===== config.mk =====
export PLATFORM = sky130hd
export DESIGN_NAME = rv_ctrl_mc
export DESIGN_NICKNAME = d
export VERILOG_FILES = /design/src/rtl/rv_ctrl_mc.sv
export SDC_FILE = /design/constraint.sdc
export NUM_CORES = 1
export LEC_CHECK = 0
export CORE_ASPECT_RATIO = 0.8
export CORE_UTILIZATION = 40
export CTS_CLUSTER_SIZE = 8
export DETAILED_ROUTE_END_ITERATION = 8
export PLACE_DENSITY = 0.72
export REMOVE_ABC_BUFFERS = 1
export SYNTH_ARGS = -nofsm -noshare
export SYNTH_HDL_FRONTEND = slang
export SYNTH_SLANG_ARGS = --single-unit
export TNS_END_PERCENT = 30

===== constraint.sdc =====
create_clock -name i_clk -period 1.5 [get_ports i_clk]
set_clock_uncertainty 0.05 [all_clocks]
set_input_delay 0.3 -clock i_clk [delete_from_list [all_inputs] [get_ports i_clk]]
set_output_delay 0.3 -clock i_clk [all_outputs]
set_load 0.01 [all_outputs]

===== src/rtl/rv_ctrl_mc.sv =====
`default_nettype none
// ============================================================================
// Module   : rv_ctrl_mc
// Purpose  : RV32I(+M) ID-stage decoder with ID/EX control register and MUL/DIV hold FSM.
//            Optional macro RV_CTRL_ILLEGAL_TRAP_EN enables illegal-instruction detection.
// Revision : 1.0 - initial release
// ============================================================================
module rv_ctrl_mc #(
  parameter int M_EN    = 1,
  parameter int MUL_LAT = 2,
  parameter int DIV_LAT = 34
) (
  input  logic       i_clk,
  input  logic       i_rstn,
  input  logic       i_ctrl_valid,
  input  logic [6:0] i_ctrl_opcode,
  input  logic [2:0] i_ctrl_func3,
  input  logic [6:0] i_ctrl_func7,
  input  logic       i_ctrl_ex_stall,
  input  logic       i_ctrl_flush,
  output logic       o_ctrl_valid,
  output logic [2:0] o_ctrl_immext_ctrl,
  output logic       o_ctrl_is_branch,
  output logic       o_ctrl_is_jalr,
  output logic       o_ctrl_is_load,
  output logic [3:0] o_ctrl_alu_ctrl,
  output logic       o_ctrl_alu_a_sel,
  output logic       o_ctrl_alu_b_sel,
  output logic       o_ctrl_dmem_wen,
  output logic       o_ctrl_rf_wen,
  output logic [1:0] o_ctrl_rf_wdata_sel,
  output logic [2:0] o_ctrl_md_op,
  output logic       o_ctrl_md_start,
  output logic       o_ctrl_id_stall,
  output logic       o_ctrl_illegal
);

  localparam logic [6:0] c_OP_LUI    = 7'b0110111;
  localparam logic [6:0] c_OP_AUIPC  = 7'b0010111;
  localparam logic [6:0] c_OP_JAL    = 7'b1101111;
  localparam logic [6:0] c_OP_JALR   = 7'b1100111;
  localparam logic [6:0] c_OP_BRANCH = 7'b1100011;
  localparam logic [6:0] c_OP_LOAD   = 7'b0000011;
  localparam logic [6:0] c_OP_STORE  = 7'b0100011;
  localparam logic [6:0] c_OP_OPIMM  = 7'b0010011;
  localparam logic [6:0] c_OP_OP     = 7'b0110011;

  localparam logic [2:0] c_IMM_I = 3'd0;
  localparam logic [2:0] c_IMM_S = 3'd1;
  localparam logic [2:0] c_IMM_B = 3'd2;
  localparam logic [2:0] c_IMM_U = 3'd3;
  localparam logic [2:0] c_IMM_J = 3'd4;

  localparam logic [3:0] c_ALU_ADD  = 4'd0;
  localparam logic [3:0] c_ALU_SUB  = 4'd1;
  localparam logic [3:0] c_ALU_SLL  = 4'd2;
  localparam logic [3:0] c_ALU_SLT  = 4'd3;
  localparam logic [3:0] c_ALU_SLTU = 4'd4;
  localparam logic [3:0] c_ALU_XOR  = 4'd5;
  localparam logic [3:0] c_ALU_SRL  = 4'd6;
  localparam logic [3:0] c_ALU_SRA  = 4'd7;
  localparam logic [3:0] c_ALU_OR   = 4'd8;
  localparam logic [3:0] c_ALU_AND  = 4'd9;

  localparam logic [1:0] c_WB_ALU = 2'd0;
  localparam logic [1:0] c_WB_IMM = 2'd1;
  localparam logic [1:0] c_WB_PC4 = 2'd2;
  localparam logic [1:0] c_WB_MD  = 2'd3;

  localparam logic [0:0] c_ST_IDLE = 1'b0;
  localparam logic [0:0] c_ST_BUSY = 1'b1;

  // Counter preload is LAT-2 so that BUSY spans exactly LAT-1 cycles.
  localparam logic       c_MUL_MULTI = (MUL_LAT > 1);
  localparam logic       c_DIV_MULTI = (DIV_LAT > 1);
  localparam logic [5:0] c_MUL_CNT   = (MUL_LAT > 1) ? 6'(MUL_LAT - 2) : 6'd0;
  localparam logic [5:0] c_DIV_CNT   = (DIV_LAT > 1) ? 6'(DIV_LAT - 2) : 6'd0;

  function automatic logic [3:0] f_alu(input logic [2:0] f3, input logic alt);
    logic [3:0] r;
    case (f3)
      3'd0:    r = alt ? c_ALU_SUB : c_ALU_ADD;
      3'd1:    r = c_ALU_SLL;
      3'd2:    r = c_ALU_SLT;
      3'd3:    r = c_ALU_SLTU;
      3'd4:    r = c_ALU_XOR;
      3'd5:    r = alt ? c_ALU_SRA : c_ALU_SRL;
      3'd6:    r = c_ALU_OR;
      default: r = c_ALU_AND;
    endcase
    return r;
  endfunction

  logic       w_is_m;
  logic [2:0] w_immext;
  logic       w_br, w_jalr, w_ld, w_asel, w_bsel, w_dwen, w_rfwen;
  logic [3:0] w_alu;
  logic [1:0] w_wsel;
  logic       w_illegal;

  assign w_is_m = (M_EN != 0) && (i_ctrl_opcode == c_OP_OP) && (i_ctrl_func7 == 7'b0000001);

  always_comb begin
    w_immext = c_IMM_I;
    w_br     = 1'b0;
    w_jalr   = 1'b0;
    w_ld     = 1'b0;
    w_alu    = c_ALU_ADD;
    w_asel   = 1'b0;
    w_bsel   = 1'b0;
    w_dwen   = 1'b0;
    w_rfwen  = 1'b0;
    w_wsel   = c_WB_ALU;
    case (i_ctrl_opcode)
      c_OP_LUI:    begin w_immext = c_IMM_U; w_rfwen = 1'b1; w_wsel = c_WB_IMM; end
      c_OP_AUIPC:  begin w_immext = c_IMM_U; w_asel = 1'b1; w_rfwen = 1'b1; end
      c_OP_JAL:    begin w_immext = c_IMM_J; w_asel = 1'b1; w_rfwen = 1'b1; w_wsel = c_WB_PC4; end
      c_OP_JALR:   begin w_jalr = 1'b1; w_rfwen = 1'b1; w_wsel = c_WB_PC4; end
      c_OP_BRANCH: begin w_immext = c_IMM_B; w_br = 1'b1; w_asel = 1'b1; end
      c_OP_LOAD:   begin w_ld = 1'b1; w_rfwen = 1'b1; end
      c_OP_STORE:  begin w_immext = c_IMM_S; w_dwen = 1'b1; end
      c_OP_OPIMM: begin
        w_rfwen = 1'b1;
        // Immediate ADD has no SUB form; func7[5] only selects SRAI.
        w_alu   = f_alu(i_ctrl_func3, i_ctrl_func7[5] & (i_ctrl_func3 == 3'd5));
      end
      c_OP_OP: begin
        w_bsel  = 1'b1;
        w_rfwen = 1'b1;
        if (w_is_m) w_wsel = c_WB_MD;
        else        w_alu  = f_alu(i_ctrl_func3, i_ctrl_func7[5]);
      end
      default: ;
    endcase
  end

`ifdef RV_CTRL_ILLEGAL_TRAP_EN
  always_comb begin
    w_illegal = 1'b0;
    case (i_ctrl_opcode)
      c_OP_LUI, c_OP_AUIPC, c_OP_JAL, c_OP_OPIMM: w_illegal = 1'b0;
      c_OP_JALR:   w_illegal = (i_ctrl_func3 != 3'd0);
      c_OP_BRANCH: w_illegal = (i_ctrl_func3[2:1] == 2'b01);
      c_OP_LOAD:   w_illegal = (i_ctrl_func3 == 3'd3) || (i_ctrl_func3[2:1] == 2'b11);
      c_OP_STORE:  w_illegal = (i_ctrl_func3 > 3'd2);
      c_OP_OP:     w_illegal = !((i_ctrl_func7 == 7'd0) || (i_ctrl_func7 == 7'b0100000) || w_is_m)
                               || (i_ctrl_func7[5] && (i_ctrl_func3 != 3'd0) && (i_ctrl_func3 != 3'd5));
      default:     w_illegal = 1'b1;
    endcase
  end
`else
  assign w_illegal = 1'b0;
`endif

  logic [0:0] r_state;
  logic [5:0] r_cnt;
  logic       w_cap_en, w_cap_valid, w_live, w_md_go, w_md_multi;
  logic [5:0] w_md_cnt;

  // Flush overrides both stall sources so the kill always lands.
  assign w_cap_en    = i_ctrl_flush | ~o_ctrl_id_stall;
  assign w_cap_valid = i_ctrl_valid & ~i_ctrl_flush;
  assign w_live      = w_cap_valid & ~w_illegal;
  assign w_md_go     = w_live & w_is_m;
  assign w_md_multi  = i_ctrl_func3[2] ? c_DIV_MULTI : c_MUL_MULTI;
  assign w_md_cnt    = i_ctrl_func3[2] ? c_DIV_CNT : c_MUL_CNT;

  logic       r_valid, r_br, r_jalr, r_ld, r_asel, r_bsel, r_dwen, r_rfwen, r_md_start;
  logic [2:0] r_immext, r_md_op;
  logic [3:0] r_alu;
  logic [1:0] r_wsel;

  always_ff @(posedge i_clk or negedge i_rstn) begin
    if (!i_rstn) begin
      r_valid    <= 1'b0;
      r_immext   <= 3'd0;
      r_br       <= 1'b0;
      r_jalr     <= 1'b0;
      r_ld       <= 1'b0;
      r_alu      <= 4'd0;
      r_asel     <= 1'b0;
      r_bsel     <= 1'b0;
      r_dwen     <= 1'b0;
      r_rfwen    <= 1'b0;
      r_wsel     <= 2'd0;
      r_md_op    <= 3'd0;
      r_md_start <= 1'b0;
    end else begin
      r_md_start <= 1'b0;
      if (w_cap_en) begin
        r_valid    <= w_cap_valid;
        r_immext   <= w_immext;
        r_br       <= w_br & w_live;
        r_jalr     <= w_jalr & w_live;
        r_ld       <= w_ld & w_live;
        r_alu      <= w_alu;
        r_asel     <= w_asel;
        r_bsel     <= w_bsel;
        r_dwen     <= w_dwen & w_live;
        r_rfwen    <= w_rfwen & w_live;
        r_wsel     <= w_wsel;
        r_md_op    <= w_is_m ? i_ctrl_func3 : 3'd0;
        r_md_start <= w_md_go;
      end
    end
  end

  always_ff @(posedge i_clk or negedge i_rstn) begin
    if (!i_rstn) begin
      r_state <= c_ST_IDLE;
      r_cnt   <= 6'd0;
    end else if (i_ctrl_flush) begin
      r_state <= c_ST_IDLE;
      r_cnt   <= 6'd0;
    end else begin
      case (r_state)
        c_ST_IDLE: begin
          if (w_cap_en && w_md_go && w_md_multi) begin
            r_state <= c_ST_BUSY;
            r_cnt   <= w_md_cnt;
          end
        end
        default: begin
          if (r_cnt == 6'd0) r_state <= c_ST_IDLE;
          else               r_cnt   <= r_cnt - 6'd1;
        end
      endcase
    end
  end

`ifdef RV_CTRL_ILLEGAL_TRAP_EN
  logic r_illegal;
  always_ff @(posedge i_clk or negedge i_rstn) begin
    if (!i_rstn)       r_illegal <= 1'b0;
    else if (w_cap_en) r_illegal <= w_cap_valid & w_illegal;
  end
  assign o_ctrl_illegal = r_illegal;
`else
  assign o_ctrl_illegal = 1'b0;
`endif

  assign o_ctrl_id_stall     = (r_state == c_ST_BUSY) | i_ctrl_ex_stall;
  assign o_ctrl_valid        = r_valid;
  assign o_ctrl_immext_ctrl  = r_immext;
  assign o_ctrl_is_branch    = r_br;
  assign o_ctrl_is_jalr      = r_jalr;
  assign o_ctrl_is_load      = r_ld;
  assign o_ctrl_alu_ctrl     = r_alu;
  assign o_ctrl_alu_a_sel    = r_asel;
  assign o_ctrl_alu_b_sel    = r_bsel;
  assign o_ctrl_dmem_wen     = r_dwen;
  assign o_ctrl_rf_wen       = r_rfwen;
  assign o_ctrl_rf_wdata_sel = r_wsel;
  assign o_ctrl_md_op        = r_md_op;
  assign o_ctrl_md_start     = r_md_start;

endmodule
`default_nettype wire


### Yosys cells after proc, flatten, opt, wreduce, memory -nomap -nowiden

Index checks and enable logic that the tools add are counted.

* add/sub/neg operators: 1
* eq/ne operators: 17
* multiplexer cells: 29
* bitwise operators: 12
* reduce and logical (&&, ||, !) cells: 10

Operator list (count)
* $pmux W4 S7: 2
* $mux W6: 5
* $eq A7 B6 Y1 const B: 3
* $eq A7 B7 Y1 const B: 3
* $mux W1: 16
* $eq A7 B5 Y1 const B: 2
* $pmux W3 S4: 1
* $eq A3 B3 Y1 const B: 3
* $and A1 B1 Y1: 8
* $pmux W4 S2: 1
* $eq A7 B1 Y1 const B: 1
* $eq A7 B2 Y1 const B: 1
* $reduce_or A7 Y1: 1
* $eq A3 B2 Y1 const B: 2
* $logic_not A6 Y1: 1
* $pmux W2 S3: 1
* $sub A6 B1 Y6 const B: 1
* $mux W4: 1
* $reduce_or A2 Y1: 2
* $eq A3 B1 Y1 const B: 1
* $logic_not A3 Y1: 1
* $mux W3: 1
* $ne A3 B3 Y1 const B: 1
* $reduce_bool A3 Y1: 1
* other kinds (6): 9

* bits in registers: 28
* output and inout bits: 23

### Logic depth before layout (Yosys ltp)

Gate-level depths: netlist of the first run.

* depth in word-level cells: 7
* depth in mapped cells: 6
* gate-level depth less buffers: 6

### Worst setup path after synthesis of the first run

No wires, ideal clock.

* path type: reg2reg
* from: register r_cnt[0]
* to: register r_cnt[0]
* library setup time: 99 ps
* data arrival time: 1480 ps
* required time: 1351 ps
* path slack: -129 ps
* cell stages (with the launch flop): 7
* buffers on the path: 0
* period minus slack after synthesis: 1629 ps
* cell sequence: dfrtp_1 inv_1 ha_1 nor3b_1 and2_1 nand2_1 a311oi_1

* word-level cells in the longest chain between the ends: 4
* elaborated cells between the ends (all ways): 7

Ends and longest elaborated chain
* start: declaration: RTL line 156 `logic [5:0] r_cnt;`
* start signal: assignment: RTL line 220 `r_cnt <= w_md_cnt;`
* start signal: assignment: RTL line 225 `else r_cnt <= r_cnt - 6'd1;`
* $sub A6 B1 Y6: RTL line 225
* $mux W6: RTL line 224 `if (r_cnt == 6'd0) r_state <= c_ST_IDLE;`
* $mux W6: RTL line 216 `case (r_state)`
* $mux W6: RTL line 212 `end else if (i_ctrl_flush) begin`

Parallel ways exist; a longest one is shown, timed or not. The select of a mux whose other input is x is not followed.
A chain may end at the register's enable or synchronous reset.

### Worst setup path in the final report of the first run

* from: register r_state
* to: register r_cnt[5]

* word-level cells in the longest chain between the ends: 6
* elaborated cells between the ends (all ways): 9

Ends and longest elaborated chain
* start: declaration: RTL line 155 `logic [0:0] r_state;`
* start signal: assignment: RTL line 210 `r_state <= c_ST_IDLE;`
* start signal: assignment: RTL line 213 `r_state <= c_ST_IDLE;`
* start signal: assignment: RTL line 219 `r_state <= c_ST_BUSY;`
* $or A1 B1 Y1: RTL line 242 `assign o_ctrl_id_stall = (r_state == c_ST_BUSY) | i_ctrl_ex_stall;`
* $not A1 Y1: RTL line 161 `assign w_cap_en = i_ctrl_flush | ~o_ctrl_id_stall;`
* $or A1 B1 Y1: RTL line 161
* $logic_and A1 B1 Y1: RTL line 218 `if (w_cap_en && w_md_go && w_md_multi) begin`
* $reduce_bool A3 Y1 (no line)
* $reduce_and A2 Y1 (no line)

Parallel ways exist; a longest one is shown, timed or not.

==> results.json, run 1 <==
{
  "syn_to_final_growth_pct": 60.2,
  "ys.flop_type": "dfrtp_1",
  "synth-compound-area-share": 0.187,
  "yosysWarnings": 0,
  "start_util": 0.431,
  "synthDistinctLibCells": 49,
  "power_frac_seq": 0.474,
  "setup-tns-final_ns": -0.202,
  "grt_max_degree": 29,
  "die_w_um": 71.1,
  "synth-adder-area-share": 0.0164,
  "fp.dieArea_sq_um": 4070,
  "p_comb_frac": 0.147,
  "synth.top_cell.area_share": 0.459,
  "synth_xor_area_frac": 0.00574,
  "post_dp_cell_area_sq_um": 2270,
  "crit_path_max_fanout": 3,
  "n_antenna_cell": 0,
  "cts_hold_buf": 0,
  "p_leak_uw": 0.00123,
  "h-tree-depth": 1,
  "path_delay_family": "simple AND/OR/NAND/NOR gates",
  "status": "finished, violations left",
  "cts_inserted_buffers": 3,
  "synth_area_sq_um": 1530,
  "clock.fmax_mhz": 627,
  "drtIter0Drc": 106,
  "cts_tree": "built",
  "die_h_um": 57.3,
  "min_period_ns": 1.59,
  "powerDensity_nw_per_um2": 660,
  "rows": 19,
  "setup_ws_ns": -0.0940,
  "ys_seq_elements": 28,
  "postRouteAntennaNets": 0,
  "dr.pass1.iters": 7,
  "antenna_found_initial": 0,
  "synth-simple-area-share": 0.278,
  "place_congestion": 0.859,
  "routed_via_density": 5.40,
  "p_sw_uw": 372,
  "synth-edff-count": 0,
  "layout_commonest_cell": "buf_4",
  "portBuffers": 43,
  "cts.sink_count": 28,
  "cp.depth": 5,
  "cpPeakStageDelay_ns": 0.48,
  "grt_pass1_wl_um": 7510,
  "crit_type": "reg -> reg",
  "required_ns": 1.63,
  "drv_cap": 0,
  "slew_violations": 0,
  "fin_area_sq_um": 2450,
  "grt_overflow": 0,
  "path_cells": "buf_6, or4b_4, nor4_4, a311o_1, nor3_2",
  "min_period_over_period": 1.06,
  "ys_top_cells_by_area": "dfrtp_1 46%, nand2_1 7.4%, o21ai_0 3.9%",
  "layout.nets": 272,
  "avgSynthCellArea_sq_um": 9.31,
  "final_cell_mix": "38 x buf_4, 30 x nand2_1, 28 x dlygate4sd2_1, 28 x dfrtp_1, 12 x clkdlybuf4s50_1",
  "via_count": 1562,
  "hold_ws_ns": 0.337,
  "synth_top_family_by_area": "simple AND/OR/NAND/NOR gates",
  "clock_latency_ns": 0.28,
  "drc": 0,
  "internal-power_uw": 1240,
  "stdcell_count": 289,
  "grt_usage": 0.242,
  "worstSetupStartpointType": "register",
  "netlist_instances": 164,
  "hold_viol": 0,
  "rr_worst_depth": 5,
  "synthMuxAreaShare": 0.00656,
  "switching_share": 0.231,
  "synth_top_area_cell": "dfrtp_1",
  "ys_seq_area_frac": 0.459,
  "power_frac_clock": 0.379,
  "crit_buf_inv": 1,
  "finalWirelength_um": 4630,
  "pin_count": 45,
  "core_sq_um": 3540,
  "synth_async_sr_flop_share": 1.00,
  "hold_path.class": "in -> async",
  "place_hpwl_um": 3420,
  "cts.path.max_buffers": 2,
  "setup_viol": 4,
  "rsz0062_at_grt": "yes",
  "critPathArrivalTime_ns": 1.72,
  "drive_gt1_frac": 0.296,
  "cts.clk_slew.worst_paths_ns": 0.10,
  "end_kind": "register",
  "grt_pass1_vias": 1670,
  "drt-wirelength-per-cell_um": 16.0,
  "root_buffer": "clkbuf_8",
  "critPathSlowestCell": "or4b_4",
  "violations": "setup timing",
  "irDropWorstVdd_v": 0.000596,
  "dp.cells": 281
}
==> final timing paths <==
kind / startpoint / endpoint / slack (ns)
max: r_state / r_cnt[5] / -0.09
min: i_rstn / o_ctrl_alu_ctrl[0] / 0.34
max reg2reg: r_state / r_cnt[5] / -0.09
min reg2reg: o_ctrl_alu_b_sel / o_ctrl_alu_b_sel / 0.44
max in group asynchronous: i_rstn / r_state / 0.79
min in group i_clk: o_ctrl_alu_b_sel / o_ctrl_alu_b_sel / 0.44
==> stage by stage <==
step / setup WS, ns / utilization / total power (uW)
after CTS: -0.153 / 0.678 / 1620
after detailed placement: -0.446 / 0.641 / 1020
after global routing: -0.163 / 0.691 / 1660
after global placement: -0.366 / 0.641 / 1010
after floorplan: -0.304 / - / 847
final: -0.0940 / 0.691 / 1610
==> cell type report <==
type | count | area (sq um)
multi-input combinational | 122 | 850
timing repair buffer | 86 | 746
clock buffer | 3 | 41.3
inverter | 7 | 26.3
clock inverter | 1 | 30.0
tap | 42 | 52.6
sequential | 28 | 701
fill | 273 | 1100
==> power groups by stage <==
| stage | Combinational (uW) | Sequential (uW) | Clock [uW] |
|---|---|---|---|
| floorplan | 63.2 | 784 | 0 |
| global placement | 234 | 781 | 0 |
| detailed placement | 242 | 781 | 0 |
| CTS | 231 | 766 | 623 |
| global route | 256 | 767 | 642 |
| finish | 237 | 766 | 611 |
==> cell usage after synthesis, types with 2 or more instances <==
library cell and count:
nand2_1 30, dfrtp_1 28, o21ai_0 12, a21oi_1 11, nor2_1 9, inv_1 7, buf_2 4, nor3_1 4
o22ai_1 4, a22o_1 3, nand2b_1 3, nand3_1 3, nor3b_1 3, a31oi_1 2, a32o_1 2, and2_1 2
ha_1 2, nor2b_1 2, o32ai_1 2, or4b_1 2
==> cells by family (layout without fill, tap and decap cells) <==
logic type	after synthesis	after routing
buffers and inverters	14	97
AO/OA/AOI/OAI	44	44
flip-flops	28	28
multiplexers	1	1
XOR/XNOR	1	1
adder cells (fa/ha/maj)	2	2
AND/OR/NAND/NOR	73	73
other	1	1
==> sequential cells by signal (all words and copies together) (netlist names), 2 cells and up <==
register,cells
o_ctrl_immext_ctrl,3
o_ctrl_md_op,3
o_ctrl_rf_wdata_sel,2
o_ctrl_alu_ctrl,4
r_cnt,6
==> metal layers <==
metal / vias to the layer above / part of all wire / track usage
met2: 48 / 0.52 / 0.449
met4: 0 / 0.023 / 0.0943
met3: 13 / 0.038 / 0.0530
met5: - / 0 / 0
met1: 749 / 0.42 / 0.273
li1: 752 / - / -
==> repair_timing <==
action,4_1_cts,5_1_grt
resized for setup,53,10
buffers inserted,4,0
endpoints found under the setup margin,43,22
hold endpoints to repair,0,0
pin swaps,10,6
Note: power is estimated with default switching activity, not from simulation.
==> inputs of run 2 (changes only) <==
PLACE_DENSITY = 0.7   (was 0.72)
==> results.json, run 2 (synthesis results as in run 1) <==
{
  "pin_count": 45,
  "portBuffers": 43,
  "grt_usage": 0.251,
  "cpPeakStageDelay_ns": 0.50,
  "hold_viol": 0,
  "layout.nets": 273,
  "met3_usage": 0.0424,
  "end_kind": "register",
  "hold_ws_ns": 0.316,
  "dr.pass1.iters": 7,
  "grt_overflow": 0,
  "fin_area_sq_um": 2450,
  "cts.clk_slew.worst_paths_ns": 0.10,
  "crit_buf_inv": 2,
  "post-place-ws_ns": -0.399,
  "irDropWorstVdd_v": 0.000922,
  "cts.sink_count": 28,
  "slew_violations": 0,
  "rows": 19,
  "p_total_uw": 1620,
  "setup_ws_ns": -0.123,
  "via_count": 1583,
  "start_util": 0.431,
  "drv_cap": 0,
  "crit_type": "reg -> reg",
  "critPathArrivalTime_ns": 1.74,
  "worstSetupStartpointType": "register",
  "min_period_over_period": 1.08,
  "place_hpwl_um": 3270,
  "rsz0062_at_grt": "yes",
  "postRouteAntennaNets": 0,
  "cts_hold_buf": 0,
  "nFillCells": 276,
  "powerDensity_nw_per_um2": 659,
  "h-tree-depth": 1,
  "busiest_layer": "met2",
  "critPathSlowestCell": "or4b_4",
  "drtIter0Drc": 178,
  "grt_pass1_vias": 1637,
  "n_antenna_cell": 0,
  "crit_path_max_fanout": 8,
  "drive_gt1_frac": 0.294,
  "clock.fmax_mhz": 616,
  "root_buffer": "clkbuf_8",
  "cts.path.max_buffers": 2,
  "path_cells": "buf_6, or4b_4, buf_6, nor2_4, o22ai_1",
  "regMostFlops": "r_cnt",
  "p_leak_uw": 0.00122,
  "required_ns": 1.62,
  "syn_to_final_growth_pct": 60.6,
  "drt-wirelength-per-cell_um": 15.9,
  "fp.dieArea_sq_um": 4070,
  "status": "finished, violations left",
  "drc": 3,
  "path_delay_family": "simple AND/OR/NAND/NOR gates",
  "largest_register_ffs": 6,
  "min_period_ns": 1.62,
  "use_met2": 0.431,
  "antenna_found_initial": 0,
  "layout_commonest_cell": "buf_4",
  "clock_latency_ns": 0.28,
  "hold_path.class": "in -> async",
  "die_h_um": 57.3,
  "finalWirelength_um": 4610,
  "violations": "DRC, setup timing",
  "routed_via_density": 5.46,
  "grt_max_degree": 29,
  "die_w_um": 71.1,
  "cts_tree": "built",
  "grt_pass1_wl_um": 7870,
  "place_congestion": 0.882,
  "core_sq_um": 3540,
  "post_dp_cell_area_sq_um": 2290,
  "crit_top_cell": "buf_6",
  "grt.met1_usage": 0.330,
  "utilization": 0.692,
  "final_cell_mix": "39 x buf_4, 30 x nand2_1, 28 x dfrtp_1, 25 x dlygate4sd2_1, 16 x clkdlybuf4s50_1",
  "setup_viol": 18,
  "cts_inserted_buffers": 3
}
## run 2: cell count changes in the layout (fill, tap and decap cells not counted), moves of 2 or more
cell	change
inv_2	-2
o21ai_1	+2
o21ai_0	-2
clkdlybuf4s50_1	+4
inv_1	+2
dlygate4sd2_1	-3
## run 2: layout make-up
class	count	area [sq um]	share of cell area
Timing Repair Buffer	87	763	0.311
Inverter	7	26.3	0.0107
Clock buffer	3	41.3	0.0168
Multi-Input combinational cell	122	837	0.342
Sequential cell	28	701	0.286
Tap cell	42	52.6	0.0214
Clock inverter	1	30.0	0.0123
## run 2: timing repair
action / 4_1_cts / 5_1_grt
resized for setup: 43 / 14
setup buffers: 3 / 1
endpoints found under the setup margin: 43 / 27
cloned: 0 / 0
pin swaps: 10 / 6
## run 2: report_power, final
group	switching [uW]	internal, uW
Combinational	117	124
Clock	250	358
Sequential	4.55	762
Total	372	1240
## run 2: worst register-to-register path, delay by kind of cell (launching register included)
kind	cells	cell delay (ns)
AO/OA/AOI/OAI	1	0.09
buffers and inverters	2	0.30
flip-flops	1	0.42
AND/OR/NAND/NOR	2	0.65
## run 2: layer usage
| layer | up-vias | part of all wire | routed length [um] |
|---|---|---|---|
| li1 | 752 | - | - |
| met1 | 772 | 0.44 | 2050 |
| met2 | 52 | 0.50 | 2280 |
| met3 | 7 | 0.046 | 212 |
| met4 | 0 | 0.014 | 64 |
| met5 | - | 0 | 0 |
## run 2: path summary, 6_finish.rpt
kind	from	to	slack (ns)	cells after the start
max in group asynchronous	i_rstn	o_ctrl_md_start	0.92	2
min in group i_clk	o_ctrl_md_op[2]	o_ctrl_md_op[2]	0.43	2
worst min-delay path	i_rstn	o_ctrl_alu_ctrl[0]	0.32	2
worst max register to register	r_state	r_cnt[2]	-0.12	5
worst max-delay path	r_state	r_cnt[2]	-0.12	5
worst min register to register	o_ctrl_md_op[2]	o_ctrl_md_op[2]	0.43	2
## run 2: metrics by stage
stage               setup TNS, ns  cells
floorplan                   -3.62    157
global placement            -8.15    282
detailed placement          -8.84    282
CTS                        -0.714    289
global route                -2.49    290
finish                      -1.31    290
